--- config.mk ---
export PLATFORM = sky130hd
export DESIGN_NAME = udma_hyper_evt_tracker
export DESIGN_NICKNAME = d
export VERILOG_FILES = /design/src/rtl/hyper_evt_pkg.sv /design/src/rtl/hyper_dir_fifo.sv /design/src/rtl/udma_hyper_evt_tracker.sv
export SDC_FILE = /design/constraint.sdc
export NUM_CORES = 1
export LEC_CHECK = 0
export BUFFER_PORTS_ARGS = -buffer_cell sky130_fd_sc_hd__buf_2
export CORE_MARGIN = 2
export CORE_UTILIZATION = 60
export CTS_CLUSTER_SIZE = 12
export DETAILED_ROUTE_END_ITERATION = 16
export PLACE_DENSITY_LB_ADDON = 0.08
export SLEW_MARGIN = 25
export SYNTH_ARGS = -nofsm -noshare
export SYNTH_HDL_FRONTEND = slang
export SYNTH_SLANG_ARGS = --single-unit
--- constraint.sdc ---
create_clock -name sys_clk_i -period 5.7 [get_ports sys_clk_i]
set_input_delay 0.855 -clock sys_clk_i [delete_from_list [all_inputs] [get_ports sys_clk_i]]
set_output_delay 0.855 -clock sys_clk_i [all_outputs]
set_load 0.01 [all_outputs]
--- src/rtl/hyper_evt_pkg.sv ---
// Shared types and helpers for the uDMA HyperBus end-of-transfer tracker.
package hyper_evt_pkg;

    typedef enum logic {
        HYPER_DIR_WRITE = 1'b0,
        HYPER_DIR_READ  = 1'b1
    } hyper_dir_e;

    // Width needed to hold an occupancy count of 0..depth inclusive.
    function automatic int unsigned pend_w(input int unsigned depth);
        return $clog2(depth + 1);
    endfunction

endpackage

--- src/rtl/hyper_dir_fifo.sv ---
// Ordered queue of direction tags with two prioritized push ports and one pop port.
// A pop in the same cycle frees its slot for either push.
module hyper_dir_fifo
    import hyper_evt_pkg::*;
#(
    parameter  int unsigned DEPTH = 4,
    localparam int unsigned PW    = pend_w(DEPTH),
    localparam int unsigned AW    = $clog2(DEPTH)
) (
    input  logic          clk_i,
    input  logic          rst_i,
    input  logic          wr0_i,
    input  hyper_dir_e    wr0_tag_i,
    input  logic          wr1_i,
    input  hyper_dir_e    wr1_tag_i,
    input  logic          rd_i,
    output hyper_dir_e    head_tag_o,
    output logic          pop_o,
    output logic          orphan_o,
    output logic          ovf_o,
    output logic [PW-1:0] count_o,
    output logic          full_o,
    output logic          empty_o
);

    localparam logic [PW-1:0] DEPTH_C = PW'(DEPTH);

    hyper_dir_e    mem_q [DEPTH];
    logic [AW-1:0] wptr_q, wptr_d;
    logic [AW-1:0] rptr_q, rptr_d;
    logic [PW-1:0] count_q, count_d;
    logic          full_q, empty_q;
    logic [PW-1:0] free_slots;
    logic          pop, acc0, acc1;

    // NOTE: every signal written here gets a default first, so no path leaves a
    // value unassigned and no latch is inferred.
    always_comb begin
        pop        = 1'b0;
        acc0       = 1'b0;
        acc1       = 1'b0;
        free_slots = '0;
        wptr_d     = wptr_q;
        rptr_d     = rptr_q;
        count_d    = count_q;

        // Pop is decided on pre-edge occupancy, so an eot on an empty queue is an orphan.
        pop        = rd_i && (count_q != '0);
        free_slots = DEPTH_C - count_q + PW'(pop);
        acc0       = wr0_i && (free_slots != '0);
        acc1       = wr1_i && (free_slots > PW'(acc0));

        wptr_d  = wptr_q + AW'(acc0) + AW'(acc1);
        rptr_d  = rptr_q + AW'(pop);
        count_d = count_q + PW'(acc0) + PW'(acc1) - PW'(pop);
    end

    // NOTE: sequential state uses non-blocking assignments so all registers
    // update together from pre-edge values.
    always_ff @(posedge clk_i) begin
        if (rst_i) begin
            wptr_q  <= '0;
            rptr_q  <= '0;
            count_q <= '0;
            full_q  <= 1'b0;
            empty_q <= 1'b1;
        end else begin
            wptr_q  <= wptr_d;
            rptr_q  <= rptr_d;
            count_q <= count_d;
            full_q  <= (count_d == DEPTH_C);
            empty_q <= (count_d == '0);
        end
    end

    // NOTE: tag storage is not reset; the pointers alone define which entries are valid.
    always_ff @(posedge clk_i) begin
        if (!rst_i) begin
            if (acc0) mem_q[wptr_q] <= wr0_tag_i;
            if (acc1) mem_q[wptr_q + AW'(acc0)] <= wr1_tag_i;
        end
    end

    assign head_tag_o = mem_q[rptr_q];
    assign pop_o      = pop;
    assign orphan_o   = rd_i && (count_q == '0);
    assign ovf_o      = (wr0_i && !acc0) || (wr1_i && !acc1);
    assign count_o    = count_q;
    assign full_o     = full_q;
    assign empty_o    = empty_q;

endmodule

--- src/rtl/udma_hyper_evt_tracker.sv ---
// Classifies HyperBus end-of-transfer pulses as read or write completions using
// the order of RX/TX end events; provides done pulses, saturating counters and sticky errors.
module udma_hyper_evt_tracker
    import hyper_evt_pkg::*;
#(
    parameter  int unsigned DEPTH = 4,
    parameter  int unsigned CNT_W = 16,
    localparam int unsigned PW    = pend_w(DEPTH)
) (
    input  logic             sys_clk_i,
    input  logic             rst_i,
    input  logic             rx_evt_i,
    input  logic             tx_evt_i,
    input  logic             eot_i,
    input  logic             cnt_clr_i,
    input  logic             err_clr_i,
    output logic             read_done_o,
    output logic             write_done_o,
    output logic [PW-1:0]    pending_o,
    output logic             full_o,
    output logic             empty_o,
    output logic [CNT_W-1:0] rd_cnt_o,
    output logic [CNT_W-1:0] wr_cnt_o,
    output logic             err_ovf_o,
    output logic             err_orphan_o
);

    localparam logic [CNT_W-1:0] CNT_MAX = {CNT_W{1'b1}};

    hyper_dir_e       head_tag;
    logic             pop, orphan, ovf;
    logic             read_done_q, read_done_d;
    logic             write_done_q, write_done_d;
    logic [CNT_W-1:0] rd_cnt_q, rd_cnt_d;
    logic [CNT_W-1:0] wr_cnt_q, wr_cnt_d;
    logic             err_ovf_q, err_ovf_d;
    logic             err_orphan_q, err_orphan_d;

    hyper_dir_fifo #(
        .DEPTH (DEPTH)
    ) u_fifo (
        .clk_i      (sys_clk_i),
        .rst_i      (rst_i),
        .wr0_i      (rx_evt_i),
        .wr0_tag_i  (HYPER_DIR_READ),
        .wr1_i      (tx_evt_i),
        .wr1_tag_i  (HYPER_DIR_WRITE),
        .rd_i       (eot_i),
        .head_tag_o (head_tag),
        .pop_o      (pop),
        .orphan_o   (orphan),
        .ovf_o      (ovf),
        .count_o    (pending_o),
        .full_o     (full_o),
        .empty_o    (empty_o)
    );

    always_comb begin
        read_done_d  = pop && (head_tag == HYPER_DIR_READ);
        write_done_d = pop && (head_tag == HYPER_DIR_WRITE);

        // Clear beats a same-cycle increment; counters stick at all-ones.
        rd_cnt_d = rd_cnt_q;
        if (cnt_clr_i)                              rd_cnt_d = '0;
        else if (read_done_d && rd_cnt_q != CNT_MAX) rd_cnt_d = rd_cnt_q + 1'b1;

        wr_cnt_d = wr_cnt_q;
        if (cnt_clr_i)                               wr_cnt_d = '0;
        else if (write_done_d && wr_cnt_q != CNT_MAX) wr_cnt_d = wr_cnt_q + 1'b1;

        // A new error beats a same-cycle clear.
        err_ovf_d    = ovf    || (err_ovf_q    && !err_clr_i);
        err_orphan_d = orphan || (err_orphan_q && !err_clr_i);
    end

    always_ff @(posedge sys_clk_i) begin
        if (rst_i) begin
            read_done_q  <= 1'b0;
            write_done_q <= 1'b0;
            rd_cnt_q     <= '0;
            wr_cnt_q     <= '0;
            err_ovf_q    <= 1'b0;
            err_orphan_q <= 1'b0;
        end else begin
            read_done_q  <= read_done_d;
            write_done_q <= write_done_d;
            rd_cnt_q     <= rd_cnt_d;
            wr_cnt_q     <= wr_cnt_d;
            err_ovf_q    <= err_ovf_d;
            err_orphan_q <= err_orphan_d;
        end
    end

    assign read_done_o  = read_done_q;
    assign write_done_o = write_done_q;
    assign rd_cnt_o     = rd_cnt_q;
    assign wr_cnt_o     = wr_cnt_q;
    assign err_ovf_o    = err_ovf_q;
    assign err_orphan_o = err_orphan_q;

endmodule

==> impl_metrics.ini <==
[global_route]
grt_pass1_wl_um = 9680
grt_util_all_layers_pct = 23.7
use_met2_pct = 38.8
grt_overflow = 0
grt-busiest-layer = met2
grt_util_met1_pct = 32.2
grt_max_degree = 26
use_met3_pct = 4.91
grt_pass1_vias = 2107
antenna_found_initial = 0

[clock_network]
cts_buffers = 5
cts_resized = 0
clock-root-buffer = clkbuf_8
clockBufferDepth = 2
cts_setup_buffers = 0
htree_levels = 2
cts.sinks = 49
hold_buffers = 0
clk_pin_slew_ns = 0.08
clock_latency_ns = 0.30
cts_tree = done

[layout]
nNetsFinal = 366
syn2layout_area_growth_pct = 12.4
final_core_util_pct = 68.6
final_common_cell = dfxtp_1
drive_gt1_share_pct = 17.5
n_fill_cell = 383
final_cell_mix = dfxtp_1 (49), buf_2 (47), a21oi_1 (25)
diodes = 0

[flow_run]
drv_cap = 0

[setup_path]
crit_path_start_kind = register
critical_path.max_fanout = 5
critical_path_class = register to register
end_kind = register
cp.required_ns = 5.90
critPathArrivalTime_ns = 4.50

[routing]
drtIter0Drc = 160
num_vias = 2475
avgViaCountPerCell = 6.17
drt-total-wl_um = 5840
remaining_drc_errors = 0
first_pass_iters = 5
ant_nets = 0
drt-wirelength-per-cell_um = 14.6

[synth]
ys_seq_area_share_pct = 37.4
synth_compound_area_share_pct = 17.4
syn_inst = 308
yosys_register_bits = 49
synth_edf_count = 0
syn_area_per_cell_um2 = 8.52
synth-adder-area-share_pct = 5.82
synth_mux_area_share_pct = 3.15
syn_area_um2 = 2620
synth_top_family_by_area = simple AND/OR/NAND/NOR gates
synth_xor_area_share_pct = 2.00
yosysUniqueCellTypes = 47
synth_ff_type = dfxtp_1
synth_fp_nets = 326
yosysWarnings = 0
async_flop_share_pct = 0
synthSimpleGateAreaFrac_pct = 29.9

[power_and_ir_drop]
power_density_nw_per_um2 = 341
leakage_nw = 1.14
ir_worst_vdd_mv = 0.250

[timing]
max_freq_mhz = 233
finalSetupViolations = 0
setup-tns-final_ns = 0
period_minus_slack_ns = 4.30
relSlewSlack_pct = 47.1
drv_slew = 0
fin_crit_sh_pct = 75.4
tightest_slew_ns = 0.790
hold_viol = 0
fin_skew_ns = 0.00889
rsz0062_at_grt = no

[die]
die_y_um = 70.1
dieArea_um2 = 4920
die_x_um = 70.1
core-area_um2 = 4290
pin_count = 48
fp-row-count = 24
start_util_pct = 61.1

[place]
io_buffers = 47
gp_congestion = 0.859
dp_hpwl_um = 4190

[hold_path]
hold_class = register to register

[run_status]
status = complete, no violations
metrics by stage:
step           total power, mW  setup WS, ns  hold WS [ns]  instance area (µm²)  cells
6_report                  1.00          1.40         0.473                 2950    401
5_1_grt                   1.07          1.05         0.513                 2950    401
4_1_cts                   1.01          1.39         0.479                 2950    401
3_5_place_dp             0.810          1.13         0.463                 2870    393
3_3_place_gp             0.793          1.32         0.456                 2870    393
2_1_floorplan            0.723          1.57         0.469                 2620    308
cell families (layout without fill, tap and decap cells):
kind of cell               count (synthesis)  count (layout)
AOI/OAI and AO/OA                         70              70
DFF                                       49              49
buffers and inverters                     27              68
xor gates and xnor gates                   6               6
adders and majority gates                 11              11
muxes                                      7               7
and+or+nand+nor                          138             138
Yosys cell counts, types with 2 or more instances:
cell type / number / area share, %
o31a_1: 2 / 0.67
a41o_1: 2 / 0.76
or2_2: 2 / 0.48
nand2b_1: 2 / 0.48
a31oi_1: 4 / 0.95
nor2b_1: 4 / 0.95
o21a_1: 2 / 0.57
fa_1: 2 / 1.5
a21oi_1: 25 / 4.8
clkbuf_1: 12 / 1.7
buf_2: 3 / 0.57
dfxtp_1: 49 / 37
nor3b_1: 2 / 0.57
nand3_1: 17 / 3.2
nand2_1: 20 / 2.9
o21ai_0: 7 / 1.3
and2_1: 2 / 0.48
nor4_1: 10 / 2.4
o22ai_1: 2 / 0.48
a211oi_1: 3 / 0.86
nor3_1: 9 / 1.7
or4_1: 15 / 4.3
and4_1: 8 / 2.7
or3_1: 8 / 1.9
o31ai_1: 15 / 4.3
and3_1: 6 / 1.4
nor2_1: 20 / 2.9
ha_1: 9 / 4.3
xnor2_1: 5 / 1.7
mux2i_1: 6 / 2.3
nand4_1: 9 / 2.1
inv_1: 11 / 1.6
where the power goes:
part / switching [mW] / internal [mW] / total [mW]
combinational: 0.231 / 0.157 / 0.388
clock: 0.111 / 0.0874 / 0.198
sequential: 0.0344 / 0.384 / 0.418
per-layer routing:
metal  vias to the layer above  wire length [µm]
li1                       1253                 -
met1                      1157              2670
met2                        61              2820
met3                         4               313
met4                         0                39
met5                         -                 0
sequential cells by signal, summed over array words and instances (netlist names):
signal and count:
u_fifo.wptr_q 2, u_fifo.mem_q 4, u_fifo.rptr_q 2, write_done_o 1, u_fifo.empty_o 1, u_fifo.count_o 3, err_ovf_o 1, u_fifo.full_o 1
read_done_o 1, rd_cnt_o 16, err_orphan_o 1, wr_cnt_o 16
worst paths after layout:
check                                                  start                       end  slack, ns  cells past startpoint
worst max-delay path            u_fifo.count_o[2]$_SDFF_PP0_  u_fifo.full_o$_SDFF_PP0_       1.40                     19
worst min-delay path                    err_ovf_o$_SDFF_PP0_      err_ovf_o$_SDFF_PP0_       0.47                      2
worst max register to register  u_fifo.count_o[2]$_SDFF_PP0_  u_fifo.full_o$_SDFF_PP0_       1.40                     19
worst min register to register          err_ovf_o$_SDFF_PP0_      err_ovf_o$_SDFF_PP0_       0.47                      2
final cells by class:
class / instances / area (µm²) / area share (%)
Tap cell: 52 / 65.1 / 2.21
Multi-Input combinational cell: 232 / 1530 / 51.9
Timing Repair Buffer: 49 / 250 / 8.49
Inverter: 11 / 41.3 / 1.40
Clock buffer: 8 / 80.1 / 2.72
Sequential cell: 49 / 981 / 33.3
critical path, stage by stage (launching register included):
cell	delay (ns)
dfxtp_1	0.38
o31ai_1	0.44
ha_1	0.22
inv_1	0.04
ha_1	0.18
xor2_1	0.21
or3b_2	0.53
and2_1	0.22
ha_1	0.29
nor2_1	0.17
nor3_1	0.09
nor2b_1	0.18
inv_1	0.08
fa_1	0.36
inv_1	0.07
fa_1	0.18
xnor2_1	0.14
xnor2_1	0.14
nor2_1	0.08
and3_1	0.20
Power figures use the tool's default switching activity.
